<file path="config.mk">
export PLATFORM = sky130hd
export DESIGN_NAME = shared_resource_arbiter
export DESIGN_NICKNAME = d
export VERILOG_FILES = /design/src/rtl/arb_pkg.sv /design/src/rtl/rr_pick.sv /design/src/rtl/shared_resource_arbiter.sv
export SDC_FILE = /design/constraint.sdc
export NUM_CORES = 1
export LEC_CHECK = 0
export CAP_MARGIN = 0
export CORE_MARGIN = 2
export CORE_UTILIZATION = 29
export CTS_CLUSTER_SIZE = 16
export DETAILED_ROUTE_END_ITERATION = 7
export GPL_TIMING_DRIVEN = 0
export PLACE_DENSITY = 0.82
export REMOVE_ABC_BUFFERS = 1
export SYNTH_ARGS = -nofsm -noshare
export SYNTH_HDL_FRONTEND = slang
export SYNTH_SLANG_ARGS = --single-unit
</file>
<file path="constraint.sdc">
create_clock -name clk -period 3.47 [get_ports clk]
set_input_delay 0.8675 -clock clk [delete_from_list [all_inputs] [get_ports clk]]
set_output_delay 0.8675 -clock clk [all_outputs]
set_load 0.1 [all_outputs]
</file>
<file path="src/rtl/arb_pkg.sv">
// rtl/arb_pkg.sv - shared types and constants for the shared resource arbiter
package arb_pkg;

  typedef enum logic {
    ARB_IDLE  = 1'b0,
    ARB_OWNED = 1'b1
  } arb_state_t;

  localparam int DEFAULT_MAX_HOLD = 16;

  // Width of a pointer/owner index into n requesters (at least one bit).
  function automatic int idx_w(input int n);
    return (n > 1) ? $clog2(n) : 1;
  endfunction

endpackage

</file>
<file path="src/rtl/rr_pick.sv">
// rtl/rr_pick.sv - combinational round-robin picker
// Finds the first set, non-excluded request searching upward from start, wrapping.
module rr_pick
  import arb_pkg::*;
#(
  parameter int  N  = 4,
  localparam int IW = idx_w(N)
) (
  input  logic [N-1:0]  req,
  input  logic [IW-1:0] start,
  input  logic [N-1:0]  excl,
  output logic [N-1:0]  onehot,
  output logic [IW-1:0] idx,
  output logic          valid
);

  always_comb begin
    int j;
    j      = 0;
    onehot = '0;
    idx    = '0;
    valid  = 1'b0;
    for (int i = 0; i < N; i++) begin
      j = int'(start) + i;
      if (j >= N) j = j - N;
      if (!valid && req[j] && !excl[j]) begin
        valid     = 1'b1;
        idx       = IW'(j);
        onehot[j] = 1'b1;
      end
    end
  end

endmodule

</file>
<file path="src/rtl/shared_resource_arbiter.sv">
// rtl/shared_resource_arbiter.sv - round-robin owner of a resource shared by N pipelines
// Define ARB_TIMEOUT_EN to force a handoff after MAX_HOLD cycles when others wait.
module shared_resource_arbiter
  import arb_pkg::*;
#(
  parameter int N_REQ    = 4,
  parameter int DATA_W   = 32,
  parameter int MAX_HOLD = DEFAULT_MAX_HOLD
) (
  input  logic                      clk,
  input  logic                      reset,
  input  logic [N_REQ-1:0]          req,
  output logic [N_REQ-1:0]          grant,
  input  logic [N_REQ*DATA_W-1:0]   req_data,
  output logic [DATA_W-1:0]         res_in,
  input  logic [DATA_W-1:0]         res_out,
  output logic [DATA_W-1:0]         resp_data,
  output logic                      busy,
  output logic [idx_w(N_REQ)-1:0]   owner,
  output logic                      timeout_pulse
);

  localparam int IW = idx_w(N_REQ);

  if (N_REQ < 2 || N_REQ > 16) begin : g_nreq_chk
    $error("N_REQ must be within 2..16");
  end
  if (MAX_HOLD < 2) begin : g_hold_chk
    $error("MAX_HOLD must be at least 2");
  end

  arb_state_t       state, state_nxt;
  logic [IW-1:0]    ptr, ptr_nxt, owner_nxt;
  logic [N_REQ-1:0] grant_nxt, pick_onehot;
  logic [IW-1:0]    pick_idx;
  logic             pick_valid, take, timeout_take, timeout_hit, owner_req;

  assign owner_req = req[owner];

  // Excluding the current grant lets the same picker serve both release and timeout handoff.
  rr_pick #(.N(N_REQ)) u_pick (
    .req    (req),
    .start  (ptr),
    .excl   (grant),
    .onehot (pick_onehot),
    .idx    (pick_idx),
    .valid  (pick_valid)
  );

  always_comb begin
    state_nxt    = state;
    grant_nxt    = grant;
    owner_nxt    = owner;
    ptr_nxt      = ptr;
    take         = 1'b0;
    timeout_take = 1'b0;
    case (state)
      ARB_IDLE: take = pick_valid;
      ARB_OWNED: begin
        if (!owner_req) begin
          if (pick_valid) begin
            take = 1'b1;
          end else begin
            state_nxt = ARB_IDLE;
            grant_nxt = '0;
          end
        end else if (timeout_hit && pick_valid) begin
          take         = 1'b1;
          timeout_take = 1'b1;
        end
      end
      default: state_nxt = ARB_IDLE;
    endcase
    if (take) begin
      state_nxt = ARB_OWNED;
      grant_nxt = pick_onehot;
      owner_nxt = pick_idx;
      ptr_nxt   = (pick_idx == IW'(N_REQ - 1)) ? '0 : pick_idx + IW'(1);
    end
  end

  always_ff @(posedge clk or negedge reset) begin
    if (!reset) begin
      state <= ARB_IDLE;
      grant <= '0;
      owner <= '0;
      ptr   <= '0;
    end else begin
      state <= state_nxt;
      grant <= grant_nxt;
      owner <= owner_nxt;
      ptr   <= ptr_nxt;
    end
  end

`ifdef ARB_TIMEOUT_EN
  localparam int CW = $clog2(MAX_HOLD);
  logic [CW-1:0] hold_cnt;

  assign timeout_hit = (hold_cnt == CW'(MAX_HOLD - 1));

  // Saturates at MAX_HOLD-1 while the owner is alone; any grant change restarts it.
  always_ff @(posedge clk or negedge reset) begin
    if (!reset) begin
      hold_cnt      <= '0;
      timeout_pulse <= 1'b0;
    end else begin
      timeout_pulse <= timeout_take;
      if (grant_nxt != grant)
        hold_cnt <= '0;
      else if (state == ARB_OWNED && owner_req && !timeout_hit)
        hold_cnt <= hold_cnt + CW'(1);
    end
  end
`else
  assign timeout_hit   = 1'b0;
  assign timeout_pulse = 1'b0;
`endif

  assign busy      = |grant;
  assign res_in    = (state == ARB_OWNED) ? req_data[int'(owner)*DATA_W +: DATA_W] : '0;
  assign resp_data = res_out;

endmodule

</file>
==> reports/qor.log <==
INFO  run_status     outcome=complete, no violations
INFO  placement      placed_cell_area=3760um^2
INFO  critical_path  cp_slowest_cell=dlygate4sd2_1
INFO  yosys          synth-seq-cells=9
INFO  yosys          synth.cell_area=2240um^2
INFO  clock_network  cts_hold_buf=0
INFO  yosys          synth.distinct_cells=40
INFO  critical_path  crit_path_start_kind=input port
INFO  sta            final.setup.worst_slack=0.0149ns
INFO  detailed_routing detail_route.wirelength=11700um
INFO  final_layout   fillCellCount=716
INFO  sta            timing.final.crit_share=99.6%
INFO  detailed_routing drt-pass1-iter-count=5
INFO  final_layout   final_common_cell=clkdlybuf4s50_1
INFO  sta            hold_viol=0
INFO  grt            grt_overflow=0
INFO  clock_network  cts-root-buf=clkbuf_8
INFO  sta            largest_clock_skew_in_the_final_design=0.00129ns
INFO  placement      detailed_place_hpwl=9960um
INFO  clock_network  clk-insertion-delay-late=0.23ns
INFO  critical_path  critical_path.cell_chain=clkdlybuf4s50_1 > mux4_2 > and2_1 > dlygate4sd2_1
INFO  floorplan      std_cell_rows=32
INFO  critical_path  endpoint=res_in[26]
INFO  yosys          synth-main-ff-cell=dfrtp_1
INFO  sta            period_needed=3.46ns
INFO  sta            finalSetupViolCount=0
INFO  yosys          postSynth.asyncResetShare=100%
INFO  floorplan      die_span_in_x=91.9um
INFO  sta            max_freq=289MHz
INFO  placement      gp_congestion=0.961
INFO  sta            finalMaxSlewViolations=0
INFO  final_layout   syn_to_final_growth=66.9%
INFO  floorplan      floorplan.initialDensity=29.5%
INFO  final_layout   mostFrequentLayoutCells=clkdlybuf4s50_1 (140), mux4_2 (36), and2_1 (32)
INFO  grt            maximum_number_of_pins_on_one_net_before_global_route_repair=36
INFO  critical_path  cp-end-kind=output port
INFO  detailed_routing detail_route.iter0.violations=92
INFO  critical_path  setup.reg_to_reg.worst_slack=0.23ns
INFO  floorplan      core_area=7610um^2
INFO  pwr            power.leakage=1.39nW
INFO  worst_hold_path holdCritPathClass=register to register
INFO  critical_path  worstPathBufferInverterCount=2
INFO  placement      portBuffers=172
INFO  clock_network  clk_transition_reported_paths=0.04ns
INFO  final_layout   layout.cells.non_filler=449
INFO  critical_path  crit_path_max_fanout=1
INFO  floorplan      design.portCount=238
INFO  sta            slew-limit-headroom=33.1%
INFO  clock_network  tritoncts=yes
INFO  sta            final.hold.worst_slack=0.585ns
INFO  pwr            power_density_over_cell_area=1130nW/um^2
INFO  floorplan      fp.dieArea=8450um^2
INFO  detailed_routing vias=2418
INFO  clock_network  clockBufferDepth=2
INFO  grt            vias_in_the_first_global_route=2497
INFO  detailed_routing detail_route.vias_per_cell=5.39
INFO  sta            timing_worst_slew_pin_value=1.01ns
INFO  pwr            design_power_total=4.23mW
INFO  detailed_routing drcViolationCount=0
INFO  yosys          postSynthCellCount=221
INFO  detailed_routing route.detailed.wl_per_inst=26.1um
INFO  critical_path  path_delay_family=buffers and inverters
INFO  critical_path  cp.required=2.60ns
INFO  critical_path  arrival=2.59ns
INFO  placement      dp_cells=445
INFO  sta            fin_tns_setup=0ns
INFO  critical_path  rr_worst_depth=7
INFO  clock_network  h-tree-depth=1
INFO  grt            initial_antenna_violation_count=0
INFO  critical_path  startpoint=req_data[58]
INFO  detailed_routing final_antenna_net_count=0
INFO  yosys          synth.yosys.warnings=0
INFO  critical_path  timing.critical_path.slowest_cell_delay=0.87ns
INFO  yosys          synth-edff-count=0
INFO  pwr            worst_ir_drop_vdd=523uV
INFO  final_layout   drive_above_1_share=15.9%
INFO  critical_path  critical_path_depth=4
INFO  final_layout   antenna-diode-count=0
INFO  clock_network  post_cts_buffers=0
INFO  yosys          postSynthAreaPerCell=10.1um^2
INFO  placement      place_ws=-0.466ns
INFO  grt            groute.usage.overall=26.9%
INFO  yosys          synth_seq_area_share=10.1%
INFO  run            maxCapViolCount=0
INFO  final_layout   finish.instance_area=3740um^2
INFO  grt            grt_first_pass_wirelength=16300um
INFO  critical_path  timing.rr.end=ptr[1]$_DFFE_PN0P_
INFO  clock_network  cts_made_buffers=3
INFO  clock_network  tritoncts_num_sinks=9
INFO  final_layout   fin_util=49.2%
INFO  final_layout   finalNetCount=522
INFO  critical_path  critical_path_class=input port to output port
INFO  sta            unrepaired_setup_endpoints_after_global_routing=yes
INFO  floorplan      die_height=91.9um
layer usage:
metal | vias up | track usage (%) | routed length, um
li1 | 1058 | - | -
met1 | 1127 | 21.1 | 3010
met2 | 189 | 45.0 | 5630
met3 | 42 | 18.2 | 1910
met4 | 2 | 21.5 | 1120
met5 | - | 4.49 | 42
Yosys cell counts (2+ instances only):
master	instances	area, um^2
o21ai_0	8	40.0
buf_6	4	45.0
a21o_1	2	15.0
nand2b_1	10	62.6
and2b_4	2	20.0
nand3b_1	2	15.0
or4_1	3	22.5
nor4_1	4	25.0
a21oi_1	7	35.0
and2_1	32	200
buf_2	3	15.0
o221ai_1	2	17.5
dfrtp_1	9	225
clkbuf_1	8	30.0
buf_4	33	248
nor2b_1	2	12.5
nand2_1	13	48.8
nand3_1	9	45.0
a221oi_1	4	35.0
buf_1	2	7.51
ha_1	8	100
mux4_2	36	811
final cells by class:
type / count / area, um^2 / share of cell area (%)
Clock buffer: 4 / 45.0 / 1.20
Inverter: 2 / 7.51 / 0.201
Multi-Input combinational cell: 159 / 1660 / 44.3
Sequential cell: 9 / 230 / 6.16
Tap cell: 102 / 128 / 3.41
Timing Repair Buffer: 173 / 1670 / 44.7
cell families (layout without fill, tap and decap cells):
kind of cell | Yosys count | in the layout | share of synthesized area (%)
flops | 9 | 9 | 10.1
buf+inv | 53 | 179 | 16.0
compound gates | 29 | 29 | 9.27
simple gates | 83 | 83 | 22.3
other cells | 1 | 1 | 0.167
xor+xnor | 1 | 1 | 0.391
fa+ha+maj | 8 | 8 | 4.47
mux | 37 | 37 | 37.4
power breakdown:
part | internal (mW) | switching, mW
Clock | 0.0800 | 0.0409
Combinational | 1.14 | 2.59
Sequential | 0.152 | 0.221
Total | 1.37 | 2.85
tightest hold or removal path, stage by stage (launching register included):
cell and delay (ns):
dfrtp_1 0.42, nand2_1 0.07, o21ai_0 0.06
worst min path at each step:
stage	slack, ns	cells after the start	startpoint	endpoint
final	0.58	2	grant[0]$_DFFE_PN0P_	grant[0]$_DFFE_PN0P_
after global routing	0.63	2	grant[1]$_DFFE_PN0P_	grant[1]$_DFFE_PN0P_
after CTS	0.58	2	grant[0]$_DFFE_PN0P_	grant[0]$_DFFE_PN0P_
after detailed placement	0.58	2	grant[0]$_DFFE_PN0P_	grant[0]$_DFFE_PN0P_
after global placement	0.57	2	grant[0]$_DFFE_PN0P_	grant[0]$_DFFE_PN0P_
after floorplan	0.57	0	reset	async pin
what timing repair did:
action	4_1_cts	5_1_grt
cloned	0	0
gates resized for setup	33	17
pin swaps	0	0
endpoints found under the setup margin	33	21
No activity file was read; power rests on OpenSTA's default activity.
